===== src/rtl/wlif_bank.sv =====
// Multi-channel weighted leaky integrate-and-fire trace bank with shared decay prescaler.
// Latency: 1 cycle from i_event to o_do. No backpressure: events are sampled every edge.
// Optional exponential decay is enabled with WLIF_EXP_DECAY_EN (adds i_exp_mode, i_shift).
module wlif_bank #(
    parameter int P_CH      = 4,
    parameter int P_WIDTH   = 8,
    parameter int P_NBIT    = 8,
    parameter int P_PRESC_W = 4
) (
    input  logic                                  i_clk,
    input  logic                                  i_rst_n,
    input  logic [P_CH-1:0]                       i_event,
    input  logic [P_CH*P_WIDTH-1:0]               i_weight,
    input  logic                                  i_accum,
    input  logic [P_PRESC_W-1:0]                  i_presc,
`ifdef WLIF_EXP_DECAY_EN
    input  logic                                  i_exp_mode,
    input  logic [3:0]                            i_shift,
`endif
    output logic [P_CH-1:0]                       o_clr,
    output logic [P_CH*(P_WIDTH+P_NBIT)-1:0]      o_do,
    output logic                                  o_active
);

    localparam int TW = P_WIDTH + P_NBIT;

    typedef enum logic {
        S_CLR   = 1'b0,
        S_ARMED = 1'b1
    } clr_state_t;

    logic [P_PRESC_W-1:0] cnt_q, cnt_d;
    logic                 tick;
    logic [P_CH-1:0]      ch_active;

    // Comparing with >= lets a lowered period take effect immediately.
    always_comb begin
        tick  = (cnt_q >= i_presc);
        cnt_d = tick ? '0 : cnt_q + 1'b1;
    end

    always_ff @(posedge i_clk or negedge i_rst_n) begin
        if (!i_rst_n) begin
            cnt_q <= '0;
        end else begin
            cnt_q <= cnt_d;
        end
    end

    genvar k;
    generate
        for (k = 0; k < P_CH; k++) begin : g_ch
            logic [P_WIDTH-1:0] w;
            logic [TW-1:0]      w_ext;
            logic [TW-1:0]      s_val;
            logic [TW:0]        sum;
            logic [TW-1:0]      lin_dec;
            logic [TW-1:0]      dec_val;
            logic [TW-1:0]      trace_q, trace_d;
            clr_state_t         state_q, state_d;
            logic               clr;

            assign w       = i_weight[k*P_WIDTH +: P_WIDTH];
            assign w_ext   = {{P_NBIT{1'b0}}, w};
            assign s_val   = {w, {P_NBIT{1'b0}}};
            assign sum     = {1'b0, trace_q} + {1'b0, s_val};
            assign lin_dec = (trace_q > w_ext) ? (trace_q - w_ext) : '0;

`ifdef WLIF_EXP_DECAY_EN
            logic [TW-1:0] exp_d;
            logic [TW-1:0] exp_dec;

            // Fall back to -1 once the shifted step vanishes so the trace always reaches zero.
            assign exp_d   = trace_q >> i_shift;
            assign exp_dec = (exp_d != '0)   ? (trace_q - exp_d) :
                             (trace_q != '0) ? (trace_q - 1'b1)  : '0;
            assign dec_val = i_exp_mode ? exp_dec : lin_dec;
`else
            assign dec_val = lin_dec;
`endif

            always_comb begin
                trace_d = trace_q;
                if (i_event[k]) begin
                    if (i_accum) begin
                        trace_d = sum[TW] ? '1 : sum[TW-1:0];
                    end else begin
                        trace_d = s_val;
                    end
                end else if (tick) begin
                    trace_d = dec_val;
                end
            end

            always_comb begin
                state_d = state_q;
                clr     = 1'b0;
                case (state_q)
                    S_CLR: begin
                        clr     = 1'b1;
                        state_d = S_ARMED;
                    end
                    S_ARMED: begin
                        if (i_event[k]) begin
                            state_d = S_CLR;
                        end
                    end
                    default: state_d = S_CLR;
                endcase
            end

            always_ff @(posedge i_clk or negedge i_rst_n) begin
                if (!i_rst_n) begin
                    trace_q <= '0;
                    state_q <= S_CLR;
                end else begin
                    trace_q <= trace_d;
                    state_q <= state_d;
                end
            end

            assign o_clr[k]          = clr;
            assign o_do[k*TW +: TW]  = trace_q;
            assign ch_active[k]      = |trace_q;
        end
    endgenerate

    assign o_active = |ch_active;

endmodule


===== config.mk =====
export PLATFORM = sky130hd
export DESIGN_NAME = wlif_bank
export DESIGN_NICKNAME = d
export VERILOG_FILES = /design/src/rtl/wlif_bank.sv
export SDC_FILE = /design/constraint.sdc
export NUM_CORES = 1
export LEC_CHECK = 0
export CORE_MARGIN = 2
export CORE_UTILIZATION = 60
export CTS_CLUSTER_DIAMETER = 150
export CTS_CLUSTER_SIZE = 16
export DETAILED_ROUTE_END_ITERATION = 8
export PLACE_DENSITY = 0.88
export SLEW_MARGIN = 20
export SYNTH_ARGS = -nofsm -noshare
export SYNTH_HDL_FRONTEND = slang
export SYNTH_SLANG_ARGS = --single-unit

===== constraint.sdc =====
create_clock -name i_clk -period 4.4 [get_ports i_clk]
set_input_delay 0.88 -clock i_clk [delete_from_list [all_inputs] [get_ports i_clk]]
set_output_delay 0.88 -clock i_clk [all_outputs]
set_load 0.05 [all_outputs]

# Yosys cells after proc, flatten, opt, wreduce, memory -nomap -nowiden
# Cells that the tools add are included.
# op_classes
n_addsub,9
order_cmp,5
muxes,33
bitwise_logic,4
reduce_logical,5
# op_table
operator,count
$mux W16,20
$add A16 B16 Y17,4
$gt A16 B8 Y1,4
$reduce_or A64 Y1,1
$sub A16 B8 Y16,4
$mux W1,8
$pmux W1 S2,4
$reduce_bool A2 Y1,4
$add A4 B1 Y4 const B,1
$ge A4 B4 Y1,1
$mux W4,1
$not A1 Y1,4
# word_totals
reg_bits,72
input_bits,43

# Longest topological paths before layout
# Gate-level depths: netlist (run 1).
# logic_depth
ltp_word,4
mapped_depth,10
ltp_nobuf,9

# Least setup slack after synthesis (run 1)
# OpenSTA, ideal clock, no wires.
# synth_timing
kind,input port to flip-flop
startpoint,input port i_weight[24]
endpoint,register g_ch[3].trace_q[7]
setup_ps,137
t_arrival_ps,3020
required_time_ps,4263
slack_ps,1243
path_stages,10
n_path_buf,2
cell_sequence,ha_1 fa_1 a211oi_1 nor3_1 or3b_2 buf_2 o21ba_2 buf_2 o22ai_1 a21oi_1
# synth_via
elab_chain_cells,4
word_cells_on_any_way,8
# synth_rtl
element,line_no,source
from (decl),13,"input logic [P_CH*P_WIDTH-1:0] i_weight,"
"$sub A16 B8 Y16, or another cell as far along",67,assign lin_dec = (trace_q > w_ext) ? (trace_q - w_ext) : '0;
$mux W16 (on tied branches),"67, 86",
$mux W16 (on tied branches),"90, 85",
$mux W16 *,84,if (i_event[k]) begin
to (signal assigned),117,trace_q <= trace_d;
to (decl),59,"logic [TW-1:0] trace_q, trace_d;"
# Every way passes the cells marked *; elsewhere a longest branch is shown, timed or not. The select of a mux whose other input is x is not followed.
# A chain may end at the register's enable or synchronous reset.

# Worst setup path after layout (run 1)
# layout_timing
startpoint,register g_ch[3].trace_q[10]
endpoint,output port o_active
# layout_via
elab_chain_cells,1
# layout_rtl
element,line_no,source
$reduce_or A64 Y1,128,assign o_active = |ch_active;
to (decl),22,output logic o_active
# Every way passes these cells.

==> results of run 1 <==
==> area by class of cell <==
| cell class | instances | area, um^2 | area share [%] |
|---|---|---|---|
| Clock inverter | 6 | 92.6 | 1.07 |
| Sequential cell | 72 | 1800 | 20.8 |
| Multi-Input combinational cell | 693 | 4890 | 56.5 |
| Clock buffer | 10 | 229 | 2.65 |
| Tap cell | 143 | 179 | 2.07 |
| Inverter | 74 | 278 | 3.21 |
| Timing Repair Buffer | 121 | 1180 | 13.7 |
==> cells in the mapped netlist, types with 4 or more instances <==
cell type  number
or3_1          12
a31oi_1         7
a22oi_1         5
nand2b_1       25
o221ai_1       40
and2_1          4
a21o_1         15
a21oi_1        86
or4_1           5
o21bai_1        5
o31ai_1         6
nor2_1         78
or2_2           9
nand4_1        16
dfrtp_1        72
o21a_1         15
nor2b_1         8
ha_1           69
fa_1            8
nor4_1         14
xnor2_1        15
o311ai_0       11
o21ba_2         4
nand3_1        18
a211oi_1       15
buf_2           6
xor2_1         10
nand2_1        40
o211ai_1       14
buf_4           4
nor3_1         22
clkbuf_1       16
o31a_1          6
inv_1          74
o21ai_0        50
==> worst max-delay path: cells and delay by family, from the launching register on <==
kind	cells	cell delay (ns)
AND/OR/NAND/NOR	4	1.44
buffers and inverters	1	0.76
flip-flops	1	0.47
==> layer usage <==
layer  GRT usage [%]  up-vias
met5               0        -
met4            12.5        0
met3            3.54       54
met2            53.9      373
met1            45.0     3477
li1                -     3518
==> metrics by stage <==
stage	hold slack (ns)	cell area, um^2	power [mW]
final	0.429	8650	7.15
after global routing	0.470	8650	7.63
after CTS	0.436	8650	7.08
after detailed placement	0.427	8330	6.22
after global placement	0.423	8330	6.14
after floorplan	0.409	7100	4.82
==> kinds of logic (layout without fill, tap and decap cells) <==
logic type	Yosys count	in the layout	synth area share [%]
xor+xnor	25	25	3.09
compound gates	314	314	30.6
buf+inv	101	211	5.82
mux	3	3	0.423
flops	72	72	25.4
simple gates	274	274	20.2
fa+ha+maj	77	77	14.4
==> cells in the final DEF (no fill, tap or decap), types with 9 or more instances in the layout <==
master,synthesis,layout
nor2_1,78,78
nand2_1,40,40
or3_1,12,12
nand2b_1,25,25
ha_1,69,69
o211ai_1,14,14
a21oi_1,86,86
a21o_1,15,15
nand4_1,16,16
o21ai_0,50,50
xor2_1,10,10
xnor2_1,15,15
a211oi_1,15,15
nor4_1,14,14
buf_4,4,11
o311ai_0,11,11
inv_1,74,74
or2_2,9,9
clkdlybuf4s50_1,0,110
nand3_1,18,18
dfrtp_1,72,72
o21a_1,15,15
clkbuf_16,0,9
nor3_1,22,22
o221ai_1,40,40
==> worst paths after layout <==
path                                                 start                        endpoint  slack, ns  cells past startpoint
setup / recovery           g_ch[3].trace_q[10]$_DFFE_PN0P_                        o_active       0.49                      5
hold / removal                   g_ch[2].state_q$_DFF_PN0_       g_ch[2].state_q$_DFF_PN0_       0.43                      1
setup reg to reg            g_ch[0].trace_q[8]$_DFFE_PN0P_  g_ch[0].trace_q[7]$_DFFE_PN0P_       1.43                      8
max in group asynchronous                          i_rst_n  g_ch[1].trace_q[7]$_DFFE_PN0P_       3.10                      1
min in group asynchronous                          i_rst_n  g_ch[3].trace_q[2]$_DFFE_PN0P_       0.67                      1
hold reg to reg                  g_ch[2].state_q$_DFF_PN0_       g_ch[2].state_q$_DFF_PN0_       0.43                      1
==> power by group through the flow <==
stage | sequential (mW) | combinational [mW] | clock, mW
after floorplan | 2.32 | 2.50 | 0
after global placement | 1.46 | 4.68 | 0
after detailed placement | 1.47 | 4.75 | 0
after CTS | 1.46 | 4.80 | 0.812
after global routing | 1.52 | 5.27 | 0.839
final | 1.48 | 4.86 | 0.813
==> state kept, by name (all words and copies together), names as in the netlist <==
signal,flops
cnt_q,4
g_ch.trace_q,64
g_ch.state_q,4
==> metrics.cfg, run 1 <==
[power_and_ir_drop]
netSwitchingPower_mw = 3.85
leakage_nw = 3.59
swShare_pct = 53.9
p_clk_share_pct = 11.4
p_int_mw = 3.30
vdd_ir_drop_max_v = 0.000589
combPwrFrac_pct = 67.9
p_seq_share_pct = 20.7
powerDensity_nw_per_um2 = 826

[route]
wl_met2_mm = 9.74
drtIter0Drc = 517
top_layer = met4
via_per_inst = 6.63
via_count = 7422
drt-total-wl_mm = 20.8
dr.pass1.iters = 6
final_antenna_net_count = 0
dr_wl_met3_mm = 1.55
post_drt_wl_per_cell_um = 18.6
drc_errors = 0
wl_met1_mm = 8.87

[clock_network]
htreeDepth = 3
path_clk_slew_ns = 0.07
numCtsBuffers = 9
cts_resized = 0
cts_tree = yes
clk_path_buf_depth = 2
root_buffer = clkbuf_16
cts.sinks = 72
hold_buffers = 0
cts_setup_buffers = 0
insertion_delay_ns = 0.35

[yosys]
synthDistinctLibCells = 73
ys_seq_area_share_pct = 25.4
postSynthAreaPerCell_um2 = 8.19
ys.warnings.count = 0
syn_inst = 866
netlist_area_um2 = 7100
synth_edf_count = 0
synthesis.nets = 986
ys_seq_elements = 72
async_flop_share_pct = 100
synth.area.top_cells = dfrtp_1, ha_1, a21oi_1
synthFlopType = dfrtp_1
yosysTopAreaCellShare_pct = 25.4
yosysTopAreaCell = dfrtp_1

[outcome]
outcome = complete, no violations

[timing]
fin_crit_sh_pct = 88.8
slew_headroom_pct = 36.1
period_minus_slack_ns = 3.91
finalSetupViolations = 0
skew_ns = 0.0136
layout_setup_ws_ns = 0.492
fmax_ghz = 0.256
hold_violations = 0
rsz0062_at_grt = no
tightest_slew_ns = 0.959
slew_violations = 0
tns_ns = 0

[worst_setup_path]
critPathSlowestCell = clkdlybuf4s50_1
cp_common_cell = nor4_1
cp_data_required_time_ns = 3.52
path_max_fanout = 8
crit_type = reg -> out
worst_setup_path_start_kind = flip-flop
slowest_delay_ns = 0.76
cp_data_arrival_time_ns = 3.03
path_cells = nor4_1 > nand2_1 > nor4_1 > nand4_1 > clkdlybuf4s50_1
critPathCaptureType = primary output

[floorplanning]
fp.dieW_um = 113
die_area_um2 = 12700
rows = 39
core_area_um2 = 11500
start_util_pct = 61.9
io_pins = 112
dieHeight_um = 113

[grt]
antenna_found_initial = 0
grt_pass1_wl_mm = 34.4
grt_util_all_layers_pct = 32.8
grt_start_max_net_pins = 73
grt_pass1_vias = 7086
grt_overflow = 0

[placed_design]
dp_slack_ns = 0.641
dp.cells = 1103
dp_hpwl_mm = 15.3
io_buffer_count = 111
gp_congestion = 0.962

[flow_run]
max-cap-violations = 0

[layout]
fin_cells = 1119
final_util_pct = 75.4
nNetsFinal = 1091
layout-drive-gt1-share_pct = 6.25
antenna_cells = 0
synthToLayoutAreaGrowth_pct = 21.9
fill_cells = 872

[min_path]
min_path_type = reg -> reg

(Power assumes the default switching activity.)
==> run 2, diff against run 1 <==
- CELL_PAD_IN_SITES_DETAIL_PLACEMENT: not set -> 0
- CELL_PAD_IN_SITES_GLOBAL_PLACEMENT: not set -> 1
- CORE_UTILIZATION: 60 -> 44
- CTS_BUF_LIST: not set -> sky130_fd_sc_hd__clkbuf_8 sky130_fd_sc_hd__clkbuf_16
- PLACE_DENSITY: 0.88 -> not set
- PLACE_DENSITY_LB_ADDON: not set -> 0.1
==> metrics.cfg, run 2 (synthesized netlist as in run 1, its figures left out) <==
[power_and_ir_drop]
powerDensity_nw_per_um2 = 813  ; -1.7%
swShare_pct = 54.7  ; +0.87 points
vdd_ir_drop_max_v = 0.000390  ; -34%
p_seq_share_pct = 20.9  ; +0.2 points
netSwitchingPower_mw = 3.88  ; +0.69%
p_clk_share_pct = 10.4  ; -1.0 points
combPwrFrac_pct = 68.7  ; +0.8 points
leakage_nw = 3.58  ; -0.22%
p_int_mw = 3.21  ; -2.8%
total_power_mw = 7.09  ; -0.90%

[floorplanning]
fp.dieW_um = 131  ; +16%
core_area_um2 = 15800  ; +38%
io_pins = 112  ; unchanged
dieHeight_um = 131  ; +16%
die_area_um2 = 17200  ; +35%
start_util_pct = 44.8  ; -17 points
rows = 46  ; +18%

[layout]
regMostFlops = g_ch.trace_q
layout-drive-gt1-share_pct = 6.45  ; +0.20 points
final_cell_mix = clkdlybuf4s50_1, a21oi_1, nor2_1
largest_registers = g_ch.trace_q (64), cnt_q (4), g_ch.state_q (4)
synthToLayoutAreaGrowth_pct = 22.9
mostFrequentLayoutCell = clkdlybuf4s50_1
nNetsFinal = 1092  ; +0.092%
largest_reg_flops = 64  ; unchanged
antenna_cells = 0  ; unchanged
fill_cells = 1482  ; +70%

[grt]
grt_pass1_vias = 7000  ; -1.2%
grt_start_max_net_pins = 73  ; unchanged
antenna_found_initial = 0  ; unchanged
grt_overflow = 0  ; unchanged
grt_pass1_wl_mm = 35.2  ; +2.1%
grt_util_all_layers_pct = 26.1  ; -6.7 points

[route]
final_antenna_net_count = 0  ; unchanged
drc_errors = 0  ; unchanged
dr.pass1.iters = 5  ; -1
via_per_inst = 6.10  ; -8.1%
post_drt_wl_per_cell_um = 18.5  ; -0.39%
drt-total-wl_mm = 22.1  ; +6.2%
via_count = 7275  ; -2.0%
drtIter0Drc = 598  ; +16%

[timing]
tightest_slew_ns = 0.973  ; +0.0146 ns
rsz0062_at_grt = no
period_minus_slack_ns = 4.03  ; +0.121 ns
fmax_ghz = 0.248  ; -3.0%
skew_ns = 0.0102  ; -0.00343 ns
slew_headroom_pct = 35.1  ; -0.97 points
slew_violations = 0  ; unchanged
tns_ns = 0  ; unchanged
fin_crit_sh_pct = 91.6  ; +2.7 points
finalSetupViolations = 0  ; unchanged
hold_violations = 0  ; unchanged

[worst_setup_path]
critPathSlowestCell = clkdlybuf4s50_1
path_cells = nor4_1 > nand2_1 > nor4_1 > nand4_1 > clkdlybuf4s50_1
path_delay_family = simple AND/OR/NAND/NOR gates
cp_common_cell = nor4_1
critPathCaptureType = primary output
slowest_delay_ns = 0.76  ; about the same
path_max_fanout = 8  ; unchanged
cp_data_required_time_ns = 3.52  ; about the same
crit_type = reg -> out
worst-path-buf-inv = 1  ; unchanged
worst_setup_path_start_kind = flip-flop
cp_data_arrival_time_ns = 3.15  ; +0.12 ns

[clock_network]
clk_path_buf_depth = 2  ; unchanged
cts_setup_buffers = 0  ; unchanged
cts_resized = 0  ; unchanged
numCtsBuffers = 9  ; unchanged
path_clk_slew_ns = 0.07  ; about the same
cts_tree = yes
htreeDepth = 3  ; unchanged
insertion_delay_ns = 0.35  ; about the same
root_buffer = clkbuf_16
hold_buffers = 0  ; unchanged
cts.sinks = 72  ; unchanged

[outcome]
outcome = complete, no violations

[placed_design]
dp_hpwl_mm = 17.1  ; +11%
gp_congestion = 0.911  ; -5.3%
io_buffer_count = 111  ; unchanged

[min_path]
min_path_type = reg -> reg

[flow_run]
max-cap-violations = 0  ; unchanged

run 2: layout make-up:
cell class	count	area, um^2	area share, %
clock inverter	6	52.6	0.603
inverter	74	278	3.19
timing repair buffer	122	1190	13.7
clock buffer	10	239	2.74
tap	216	270	3.10
sequential	72	1800	20.7
multi-input combinational	693	4890	56.0
run 2: routing by layer:
layer | GRT usage (%) | part of all wire, %
met3 | 4.15 | 4.7
met5 | 0 | 0
met2 | 43.6 | 48
met1 | 35.4 | 46
met4 | 6.76 | 1.3
run 2: path summary, 6_finish.rpt:
kind | slack (ns) | end | cells past startpoint | startpoint
worst max-delay path | 0.37 | o_active | 5 | g_ch[3].trace_q[10]$_DFFE_PN0P_
worst min-delay path | 0.43 | g_ch[2].state_q$_DFF_PN0_ | 1 | g_ch[2].state_q$_DFF_PN0_
worst max register to register | 1.31 | g_ch[3].trace_q[11]$_DFFE_PN0P_ | 9 | g_ch[3].trace_q[0]$_DFFE_PN0P_
worst min register to register | 0.43 | g_ch[2].state_q$_DFF_PN0_ | 1 | g_ch[2].state_q$_DFF_PN0_
max in group asynchronous | 3.08 | g_ch[0].trace_q[8]$_DFFE_PN0P_ | 1 | i_rst_n
min in group asynchronous | 0.68 | g_ch[1].trace_q[15]$_DFFE_PN0P_ | 1 | i_rst_n
run 2: per-stage QoR:
step	worst slack (ns)	hold WS [ns]	instance area [um^2]	instances	util (%)
floorplan	1.24	0.409	7100	866	-
global placement	0.560	0.423	8430	1177	53.2
detailed placement	0.423	0.429	8430	1177	53.2
CTS	0.470	0.438	8720	1193	55.1
global route	0.175	0.451	8720	1193	55.1
finish	0.371	0.435	8720	1193	55.1
run 2: power by group through the flow:
stage                     Sequential (mW)  Combinational [mW]  Clock, mW
after detailed placement             1.49                4.82          0
after global placement               1.48                4.74          0
after CTS                            1.48                4.85      0.752
after floorplan                      2.32                2.50          0
after global routing                 1.54                5.30      0.775
final                                1.48                4.87      0.736
==> run 3, diff against run 2 <==
==> constraint.sdc (replaced) <==
create_clock -name i_clk -period 4.4 [get_ports i_clk]
set_input_delay 0.66 -clock i_clk [delete_from_list [all_inputs] [get_ports i_clk]]
set_output_delay 0.66 -clock i_clk [all_outputs]
set_load 0.05 [all_outputs]
==> metrics.cfg, run 3 (synthesized netlist as in run 1, its figures left out) <==
[route]
drc_errors = 0  ; unchanged
post_drt_wl_per_cell_um = 18.6  ; +0.78%
drtIter0Drc = 675  ; +13%
final_antenna_net_count = 0  ; unchanged
via_count = 7308  ; +0.45%
via_per_inst = 6.15  ; +0.79%
drt-total-wl_mm = 22.1  ; +0.44%
dr.pass1.iters = 5  ; unchanged

[timing]
fin_crit_sh_pct = 86.1  ; -5.4 points
period_minus_slack_ns = 3.79  ; -0.239 ns
slew_violations = 0  ; unchanged
fmax_ghz = 0.264  ; +6.3%
rsz0062_at_grt = no
slew_headroom_pct = 35.8  ; +0.67 points
layout_setup_ws_ns = 0.610  ; +0.239 ns
skew_ns = 0.00660  ; -0.00359 ns
finalSetupViolations = 0  ; unchanged
tns_ns = 0  ; unchanged
holdWs_ns = 0.435  ; -0.000411 ns
tightest_slew_ns = 0.963  ; -0.0100 ns
hold_violations = 0  ; unchanged

[flow_run]
max-cap-violations = 0  ; unchanged

[layout]
largest_reg_flops = 64  ; unchanged
nNetsFinal = 1089  ; -0.27%
largest_registers = g_ch.trace_q (64), cnt_q (4), g_ch.state_q (4)
layout-drive-gt1-share_pct = 5.96  ; -0.49 points
fin_cells = 1189  ; -0.34%
mostFrequentLayoutCell = clkdlybuf4s50_1
antenna_cells = 0  ; unchanged
synthToLayoutAreaGrowth_pct = 22.8  ; about the same
regMostFlops = g_ch.trace_q
final_cell_mix = clkdlybuf4s50_1, a21oi_1, nor2_1

[placed_design]
io_buffer_count = 111  ; unchanged
dp.cells = 1174  ; -0.25%
dp_hpwl_mm = 17.0  ; -0.32%
gp_congestion = 0.900  ; -1.2%
dp_slack_ns = 0.677  ; +0.253 ns

[grt]
grt_pass1_vias = 7113  ; +1.6%
grt_overflow = 0  ; unchanged
grt_start_max_net_pins = 73  ; unchanged
grt_util_all_layers_pct = 26.7  ; +0.57 points
grt_pass1_wl_mm = 36.3  ; +3.3%
antenna_found_initial = 0  ; unchanged

[clock_network]
insertion_delay_ns = 0.35  ; about the same
hold_buffers = 0  ; unchanged
path_clk_slew_ns = 0.06  ; about the same
cts_setup_buffers = 0  ; unchanged
numCtsBuffers = 9  ; unchanged
clk_path_buf_depth = 2  ; unchanged
cts_tree = yes
root_buffer = clkbuf_16
htreeDepth = 3  ; unchanged
cts_resized = 0  ; unchanged
cts.sinks = 72  ; unchanged

[outcome]
outcome = complete, no violations

[min_path]
holdCritStartpoint = g_ch[2].state_q$_DFF_PN0_
hold_depth = 1  ; unchanged
min_to = g_ch[2].state_q$_DFF_PN0_
min_path_type = reg -> reg

[worst_setup_path]
critPathCaptureType = primary output
path_max_fanout = 8  ; unchanged
worst_setup_path_start_kind = flip-flop
cp_data_arrival_time_ns = 3.13  ; -0.02 ns
rr_worst_depth = 9  ; unchanged
r2r_start = g_ch[3].trace_q[0]$_DFFE_PN0P_
crit_type = reg -> out
cp-startpoint = g_ch[3].trace_q[10]$_DFFE_PN0P_
timing.rr.end = g_ch[3].trace_q[11]$_DFFE_PN0P_
cp_data_required_time_ns = 3.74  ; +0.22 ns
rrSetupSlack_ns = 1.30  ; about the same

[power_and_ir_drop]
total_power_mw = 7.15  ; +0.86%
vdd_ir_drop_max_v = 0.000462  ; +19%
leakage_nw = 3.58  ; -0.16%
powerDensity_nw_per_um2 = 820  ; +0.89%

[floorplanning]
die_area_um2 = 17200  ; unchanged
rows = 46  ; unchanged
start_util_pct = 44.8  ; unchanged
fp.dieW_um = 131  ; unchanged
io_pins = 112  ; unchanged
core_area_um2 = 15800  ; unchanged
dieHeight_um = 131  ; unchanged

## run 3: metal layers
metal  part of all wire [%]  GRT usage, %  up-vias
li1                       -             -     3502
met1                     46          36.5     3549
met2                     48          43.8      223
met3                    4.3          2.93       34
met4                    1.9          9.39        0
met5                      0             0        -
## run 3: worst max-delay path, cell delays in order, from the launching register on
cell             delay (ns)
dfrtp_1                0.47
nor4_1                 0.58
nand2_1                0.21
nor4_1                 0.51
nand4_1                0.24
clkdlybuf4s50_1        0.77
## run 3: worst max-delay path by stage
stage / to / slack, ns / depth (start not counted)
final: o_active / 0.61 / 5
after global routing: o_active / 0.51 / 5
after CTS: o_active / 0.68 / 5
after detailed placement: g_ch[3].trace_q[11]$_DFFE_PN0P_ / 0.68 / 9
after global placement: g_ch[2].trace_q[13]$_DFFE_PN0P_ / 0.74 / 10
after floorplan: g_ch[3].trace_q[7]$_DFFE_PN0P_ / 1.42 / 10
## run 3: layout make-up
type / count / area [um^2]
fill: 1502 / 7110
clock buffer: 9 / 225
clock inverter: 6 / 86.3
timing repair buffer: 119 / 1170
tap: 216 / 270
multi-input combinational: 693 / 4890
sequential: 72 / 1800
inverter: 74 / 278
## run 3: power by group
group          total (mW)  switching, mW  internal (mW)  leakage (nW)
clock network       0.794          0.303          0.491         0.145
logic                4.87           3.04           1.82          2.62
registers            1.49          0.515          0.971         0.815
## run 3: through the flow
stage / cell area (um^2) / util [%]
2_1_floorplan: 7100 / -
3_3_place_gp: 8410 / 53.1
3_5_place_dp: 8410 / 53.1
4_1_cts: 8720 / 55.1
5_1_grt: 8720 / 55.1
6_report: 8720 / 55.1
